===== config.mk =====
export PLATFORM = sky130hd
export DESIGN_NAME = dl_thermo_decoder
export DESIGN_NICKNAME = d
export VERILOG_FILES = /design/src/rtl/dl_thermo_decoder.sv
export SDC_FILE = /design/constraint.sdc
export NUM_CORES = 1
export LEC_CHECK = 0
export CAP_MARGIN = 20
export CORE_MARGIN = 10
export CORE_UTILIZATION = 40
export CTS_CLUSTER_DIAMETER = 30
export DETAILED_ROUTE_END_ITERATION = 10
export GPL_TIMING_DRIVEN = 1
export HOLD_SLACK_MARGIN = 0.1
export PLACE_DENSITY_LB_ADDON = 0.12
export SYNTH_ARGS = -nofsm -noshare
export SYNTH_HDL_FRONTEND = slang
export SYNTH_SLANG_ARGS = --single-unit

===== constraint.sdc =====
create_clock -name clk -period 16.61 [get_ports clk]
set_clock_uncertainty 0.05 [all_clocks]
set_input_delay 3.322 -clock clk [delete_from_list [all_inputs] [get_ports clk]]
set_output_delay 3.322 -clock clk [all_outputs]
set_load 0.005 [all_outputs]

===== src/rtl/dl_thermo_decoder.sv =====
// Thermometer-to-binary decoder for the carry-chain delay line: bubble filter,
// edge position, multi-transition flag and a saturating error counter.
`timescale 1ns/1ps

module dl_thermo_decoder #(
  parameter int LENGTH     = 16,
  parameter int ERR_W      = 16,
  parameter int BUBBLE_FIX = 1
) (
  input  logic                           clk,
  input  logic                           rst,
  input  logic [LENGTH-1:0]              tap_word,
  input  logic                           sample_en,
  input  logic                           err_clr,
  output logic                           code_valid,
  output logic [$clog2(LENGTH+1)-1:0]    code,
  output logic                           edge_pol,
  output logic                           no_edge,
  output logic                           bubble,
  output logic                           multi,
  output logic [ERR_W-1:0]               err_cnt
);

  localparam int CODE_W = $clog2(LENGTH+1);

  logic [LENGTH-1:0] t0, t1, t1_next;
  logic [LENGTH+1:0] t0_ext;
  logic              v0, v1, bub1;
  logic [CODE_W-1:0] code_next, same_cnt;
  logic              found, multi_next, inc;

  // End taps are replicated so a single-tap run at either end survives the vote.
  assign t0_ext = {t0[LENGTH-1], t0, t0[0]};

  always_comb begin
    t1_next = t0;
    if (BUBBLE_FIX != 0) begin
      for (int i = 0; i < LENGTH; i++) begin
        t1_next[i] = (t0_ext[i] & t0_ext[i+1]) |
                     (t0_ext[i] & t0_ext[i+2]) |
                     (t0_ext[i+1] & t0_ext[i+2]);
      end
    end
  end

  always_comb begin
    code_next = CODE_W'(LENGTH);
    same_cnt  = '0;
    found     = 1'b0;
    for (int i = 0; i < LENGTH; i++) begin
      if (t1[i] == t1[0]) begin
        same_cnt = same_cnt + CODE_W'(1);
      end else if (!found) begin
        found     = 1'b1;
        code_next = CODE_W'(i);
      end
    end
    // Any tap matching bit 0 beyond the first edge means a second transition.
    multi_next = (same_cnt != code_next);
  end

  assign inc = v1 & (bub1 | multi_next);

  always_ff @(posedge clk or posedge rst) begin
    if (rst) begin
      t0         <= '0;
      v0         <= 1'b0;
      t1         <= '0;
      bub1       <= 1'b0;
      v1         <= 1'b0;
      code_valid <= 1'b0;
      code       <= '0;
      edge_pol   <= 1'b0;
      no_edge    <= 1'b0;
      bubble     <= 1'b0;
      multi      <= 1'b0;
      err_cnt    <= '0;
    end else begin
      v0 <= sample_en;
      if (sample_en) t0 <= tap_word;
      t1         <= t1_next;
      bub1       <= (t1_next != t0);
      v1         <= v0;
      code_valid <= v1;
      if (v1) begin
        code     <= code_next;
        edge_pol <= t1[0];
        no_edge  <= (code_next == CODE_W'(LENGTH));
        bubble   <= bub1;
        multi    <= multi_next;
      end
      if (err_clr) begin
        err_cnt <= inc ? ERR_W'(1) : '0;
      end else if (inc && (err_cnt != {ERR_W{1'b1}})) begin
        err_cnt <= err_cnt + ERR_W'(1);
      end
    end
  end

endmodule


==> results.cfg, run 1 <==
[yosys]
synth_fp_nets = 743
synth.top_cells.by_area = dfrtp_1 26%, xnor2_1 6.0%, a21oi_1 4.4%, o21ai_0 4.0%, nand2_1 3.9%
ys_dominant_reg_cell = dfrtp_1
synthCells = 707
synth.ff_latch_count = 61
ys_seq_area_share_pct = 26.2
yosysTopAreaCell = dfrtp_1
async_flop_share_pct = 100
yosys.area.top_type_share_pct = 26.2
yosysUniqueCellTypes = 75
yosys_warnings = 0
syn-cell-area_um2 = 5820
avgSynthCellArea_um2 = 8.23
synth_enable_flop_cells = 0

[timing]
fin_crit_sh_pct = 67.0
tns_ns = 0
rsz0062_at_grt = no
slew_viol_final = 0
setup_viol = 0
setup_ws_ns = 5.48
min_period_ns = 11.13
fmax_mhz = 89.8
tightest_slew_ns = 0.888
slew_headroom_pct = 40.6
hold_viol = 0

[placed_design]
port_buffers = 45
place_congestion = 0.856
hpwl_mm = 10.8
dp_worst_setup_slack_ns = 5.01

[cts]
clk_latency_ns = 0.33
cts_tree = done
clock-sinks = 61
ctsResizeCount = 0
cts_htree_levels = 3
cts_setup_buffers = 0
clockBufferDepth = 2
cts_buffers = 9
cts_hold_buf = 0
clk_pin_slew_ns = 0.05
cts_root_buf = clkbuf_16

[hold_path]
worstHoldPathCells = 0
hp-start = v0
hold_path_end = v1
hp-class = register to register

[worst_setup_path]
start_kind = register
worstPathMaxFanout = 65
critPathKind = register to register
cp_slowest_cell = buf_4
rrSetupSlack_ns = 5.48
worstReg2RegEnd = err_cnt[5]
cp.required_ns = 16.77
cp.arrival_ns = 11.29
startpoint = t1[0]
cp_slowest_stage_delay_ns = 0.55
rr_worst_depth = 45
cpMostUsedCell = ha_1
r2r_start = t1[0]
endpoint_kind = register

[grt]
antenna_found_initial = 0
grt_pass1_vias = 4964
grt.total_usage_pct = 14.6
grt_pass1_wl_mm = 24.7
grt-ovfl-total = 0
grt_max_degree = 66

[floorplanning]
die_h_um = 141
num_io_pins = 46
num_rows = 44
die_w_um = 141
die_area_um2 = 19800
core-area_um2 = 14400
initial_core_util_pct = 40.5

[route]
finalWirelength_mm = 14.6
first_pass_iters = 5
drt-initial-drc-count = 411
wire_per_inst_um = 16.1
vias = 5237
viasPerCell = 5.78
drc = 0
ant_nets = 0

[finish]
fill_cells = 1416
multi_input_comb_area_um2 = 3980
drive_above_1_share_pct = 7.89
area_delta_synth_final_pct = 13.8
seq_area_um2 = 1530
antennaDiodeCount = 0
post-route-util_pct = 46.1
final_nets = 753

[run]
cap_violations = 0

[status]
status = completed
==> cell usage in the layout (no fill, tap or decap), drive strengths merged, types with 10 or more instances in the layout <==
| cell type | n |
|---|---|
| and3 | 11 |
| ha | 16 |
| mux2i | 12 |
| nor2b | 16 |
| nand2b | 11 |
| nand3 | 20 |
| nand4 | 11 |
| a31oi | 10 |
| a211oi | 13 |
| xor2 | 10 |
| or3 | 12 |
| o21ai | 46 |
| inv | 26 |
| nor2 | 55 |
| nor3 | 16 |
| a21oi | 52 |
| clkbuf | 12 |
| xnor2 | 44 |
| mux2 | 24 |
| dfrtp | 61 |
| clkdlybuf4s50 | 45 |
| nand2 | 61 |
| nor4 | 13 |
==> routing by layer <==
layer  vias up  global-route usage [%]  share of wire [%]
li1       2592                       -                  -
met3        18                    3.49                4.5
met5         -                       0                  0
met2       112                    23.8                 47
met4         0                    4.02                1.4
met1      2515                    18.9                 47
==> final cells by class <==
class	instances	area share, %
Clock inverter	4	0.680
Sequential cell	61	23.1
Clock buffer	12	4.02
Multi-Input combinational cell	571	60.1
Tap cell	184	3.48
Timing Repair Buffer	48	7.20
Inverter	26	1.47
==> how the worst max path moves through the flow <==
stage	endpoint	slack (ns)	cells past startpoint
floorplan	err_cnt[10]	5.04	53
global placement	err_cnt[5]	5.50	44
detailed placement	err_cnt[5]	5.01	44
CTS	err_cnt[5]	4.99	44
global route	err_cnt[5]	4.40	45
finish	err_cnt[5]	5.48	45
==> sequential cells by signal, indices dropped and copies added, names as in the netlist <==
register / count
err_cnt: 16
t0: 16
t1: 16
code: 5
bub1: 1
bubble: 1
code_valid: 1
edge_pol: 1
multi: 1
no_edge: 1
v0: 1
v1: 1
==> critical path, delay by kind of cell (launching register included) <==
kind                       cells  cell delay [ns]
and+or+nand+nor               15             2.91
buffers and inverters          3             0.86
adders and majority gates     11             3.55
muxes                          4             0.88
xor gates and xnor gates       1             0.23
AOI/OAI and AO/OA             11             2.17
DFF                            1             0.33
==> Yosys cell counts, drive strengths merged, types with 9 or more instances <==
master,number
buf,16
nand2b,11
nand4,11
o31ai,9
a211oi,13
or3,12
maj3,9
o21ai,46
and2,9
nand2,61
a31oi,10
xnor2,44
nor3,16
a21oi,52
mux2i,12
clkbuf,33
and3,11
mux2,24
nor2b,16
inv,26
xor2,10
o211ai,9
nor4,13
dfrtp,61
nor2,55
ha,16
nand3,20
==> metrics by stage <==
| step | cells | area, um^2 | hold WS [ns] |
|---|---|---|---|
| floorplan | 707 | 5820 | 0.281 |
| global placement | 889 | 6300 | 0.288 |
| detailed placement | 889 | 6300 | 0.300 |
| CTS | 905 | 6610 | 0.318 |
| global route | 906 | 6620 | 0.334 |
| finish | 906 | 6620 | 0.318 |
==> cell families after synthesis <==
family | share of synthesized area (%)
buffers and inverters | 5.44
DFF | 26.2
xor gates and xnor gates | 11.7
muxes | 7.09
AOI/OAI and AO/OA | 20.7
adders and majority gates | 4.99
and+or+nand+nor | 23.9
Power of run 1 is left out: the tool's default activity adds up to more than one toggle a clock period on the data nets, which glitch-free logic cannot reach.
==> run 2, diff against run 1 <==
- clock period: 16.61 -> 10.8 ns (I/O delays scaled with it)
==> results.cfg, run 2 (synthesis results as in run 1) <==
[cts]
cts_tree = done
cts_hold_buf = 0
clk_latency_ns = 0.32
clockBufferDepth = 2
cts_buffers = 9
cts_root_buf = clkbuf_16
clk_pin_slew_ns = 0.05
clock-sinks = 61
cts_htree_levels = 3

[finish]
fill_cells = 1433
reg.largest.list = err_cnt x16, t0 x16, t1 x16
final_cell_mix = 60 x nand2_1, 59 x dfrtp_1, 54 x nor2_1, 50 x a21oi_1, 46 x o21ai_0
post-route-util_pct = 47.7
final_nets = 768
mostFrequentLayoutCell = nand2_1
area_delta_synth_final_pct = 17.7
antennaDiodeCount = 0
fin_cells = 921
drive_above_1_share_pct = 11.4

[timing]
setup_viol = 0
hold_viol = 0
fin_crit_sh_pct = 95.1
fmax_mhz = 97.3
min_period_ns = 10.27
slew_viol_final = 0
slew_headroom_pct = 41.7
tightest_slew_ns = 0.871

[worst_setup_path]
cp.arrival_ns = 10.43
cp.required_ns = 10.96
worstPathMaxFanout = 7
start_kind = register
cp_slowest_cell = dfrtp_2
critPathKind = register to register
cp_slowest_stage_delay_ns = 0.49
endpoint_kind = register
cpMostUsedCell = ha_1

[run]
cap_violations = 0

[status]
status = completed

[floorplanning]
die_h_um = 141
core-area_um2 = 14400
initial_core_util_pct = 40.5
die_w_um = 141
num_io_pins = 46
die_area_um2 = 19800
num_rows = 44

[route]
ant_nets = 0
viasPerCell = 5.77
drc = 0
first_pass_iters = 5
drt-initial-drc-count = 335
vias = 5313
finalWirelength_mm = 15.3
wire_per_inst_um = 16.6

[grt]
antenna_found_initial = 0
grt_pass1_vias = 5142
grt_pass1_wl_mm = 25.3
grt.total_usage_pct = 14.8
grt-ovfl-total = 0
grt_max_degree = 62

[placed_design]
hpwl_mm = 11.1
place_congestion = 0.861
port_buffers = 45
placed_cells = 893

[hold_path]
hp-class = register to register
-- run 2: through the flow --
stage | setup TNS [ns] | hold slack, ns | worst slack, ns | area, um^2
global placement | 0 | 0.287 | 0.592 | 6340
floorplan | 0 | 0.281 | 0.0344 | 5850
finish | 0 | 0.295 | 0.527 | 6850
CTS | 0 | 0.298 | 0.209 | 6650
detailed placement | 0 | 0.286 | 0.245 | 6340
global route | -0.781 | 0.315 | -0.102 | 6850
-- run 2: layout make-up --
type,instances,area (um^2),area share (%)
sequential,61,1530,22.3
multi-input combinational,571,4090,59.7
timing repair buffer,63,599,8.75
tap,184,230,3.36
clock buffer,11,233,3.40
inverter,26,97.6,1.42
clock inverter,5,75.1,1.10
-- run 2: worst paths after layout --
check | cells after the start | startpoint | endpoint | slack [ns]
setup / recovery | 45 | t1[0] | err_cnt[8] | 0.53
hold / removal | 0 | v0 | v1 | 0.29
setup reg to reg | 45 | t1[0] | err_cnt[8] | 0.53
hold reg to reg | 0 | v0 | v1 | 0.29
max in group asynchronous | 3 | rst | t1[0] | 7.82
min in group asynchronous | 3 | rst | t0[15] | 2.34
-- run 2: timing repair --
action | CTS | global route
resized for setup | 0 | 21
setup endpoints to repair | 0 | 16
setup buffers | 0 | 11
hold endpoints to repair | 0 | 0
-- run 2: critical path: cells and delay by family (launching register included) --
family / cells / cell delay [ns]
AO/OA/AOI/OAI: 8 / 1.40
multiplexers: 5 / 1.22
buffers and inverters: 2 / 0.32
flip-flops: 1 / 0.49
adder cells (fa/ha/maj): 12 / 3.49
XOR/XNOR: 3 / 0.56
AND/OR/NAND/NOR: 15 / 2.61
-- run 2: routing by layer --
metal / routed length (um) / GRT usage, % / up-vias / share of wire [%]
met5: 0 / 0 / - / 0
met4: 257 / 5.05 / 0 / 1.7
met3: 559 / 2.55 / 21 / 3.7
met2: 7160 / 23.7 / 134 / 47
met1: 7330 / 19.7 / 2541 / 48
li1: - / - / 2617 / -
Power of run 2 is left out for the same reason.
==> run 3, diff against run 2 <==
- TNS_END_PERCENT: default -> 10
==> results of run 3 <==
Final layout, timing and power as in run 2 (identical DEF).
Power of run 3 is left out for the same reason.
==> RTL change: new RTL, config.mk and constraints of run 1 <==
The parameter `LENGTH` goes from 16 to 64.
--- a/src/rtl/dl_thermo_decoder.sv
+++ b/src/rtl/dl_thermo_decoder.sv
@@ -3,7 +3,7 @@
 `timescale 1ns/1ps
 
 module dl_thermo_decoder #(
-  parameter int LENGTH     = 16,
+  parameter int LENGTH     = 64,
   parameter int ERR_W      = 16,
   parameter int BUBBLE_FIX = 1
 ) (
Interface: changed (resized code and tap_word); port bits go from 46 to 96. The function was not compared with the original's and may differ.
==> RTL change against run 1 <==
The flow now finishes with violations (negative setup slack); sequential cell count rose by 98; routed wire length rose to 5.2 times the old value; worst setup slack got worse by 27 ns; synthesized cell count grew to 4.0 times the old value; final area rose to 4.6 times the old value; synthesized area grew to 3.8 times the old value; critical endpoint is now err_cnt[4]$_DFFE_PP0P_; largest cell class unchanged.
Power is not shown: default switching activity piles up to over one toggle a cycle in this logic, so the estimate is an artifact.
==> RTL change: results (changes against run 1) <==
metric,value,unit,change
status,finished with violations,,"was finished, final reports clean"
violated checks,negative setup slack,,
Final clock-cell share,1.89,%,was 4.71%
clkbuf count,18,,was 12
CTS sink count,159,,was 61
global-route wire length before repair,120000,um,was 24700 um
syn nets,2931,,was 743
Metal-1 WL,33900,um,was 6870 um
clock latency on the worst-skew pair,0.43,ns,was 0.33 ns
GRT met3 Usage,3.76,%,was 3.49%
Setup Buffers After CTS,117,,was 0
Critical Path Slowest Stage Cell,dfrtp_4,,was buf_4
Total GRT Usage,22.5,%,was 14.6%
Crit path largest cell delay,0.53,ns,was 0.55 ns
CP Max Fanout,6,,was 65
fraction of synthesized area in multiplexers,4.45,%,was 7.09%
area occupied by multi-input gates,17900,um^2,was 3980 um^2
initial antenna violation count,1,,was 0
share of layout cells above drive strength 1,31.9,%,was 7.89%
final-layout fill cell count,4838,,was 1416
DP Wirelength,59100,um,was 10800 um
Synth cell types,105,,was 75
placer congestion estimate,0.910,,was 0.856
vias in the first global route,23400,,was 4964
Mapped Cells,2799,,was 707
met1 usage,29.4,%,was 18.9%
Post-DP Area,28500,um^2,was 6300 um^2
buffer share of cell area,22.5,%,was 7.20%
setup violators final,17,,was 0
Setup WS post-layout,-21.22,ns,was 5.48 ns
Multi-In Gates,2365,,was 571
Post-Synth Adder-Cell Area,6.23,%,was 4.99%
htree depth,4,,was 3
Seq/total area,12.9,%,was 23.1%
[RTL change: worst paths after layout]
path | slack (ns) | from | to
max | -21.22 | t1[0]$_DFF_PP0_ | err_cnt[4]$_DFFE_PP0P_
min | 0.30 | v0$_DFF_PP0_ | v1$_DFF_PP0_
max reg2reg | -21.22 | t1[0]$_DFF_PP0_ | err_cnt[4]$_DFFE_PP0P_
min reg2reg | 0.30 | v0$_DFF_PP0_ | v1$_DFF_PP0_
max in group asynchronous | 11.77 | rst | t1[58]$_DFF_PP0_
min in group asynchronous | 3.43 | rst | t1[3]$_DFF_PP0_
[RTL change: critical path, delay by kind of cell (launching register included)]
family / cells / cell delay, ns
adders and majority gates: 50 / 13.71
AOI/OAI and AO/OA: 61 / 8.94
buffers and inverters: 62 / 6.82
and+or+nand+nor: 61 / 5.39
xor gates and xnor gates: 5 / 1.21
muxes: 4 / 0.94
DFF: 1 / 0.53
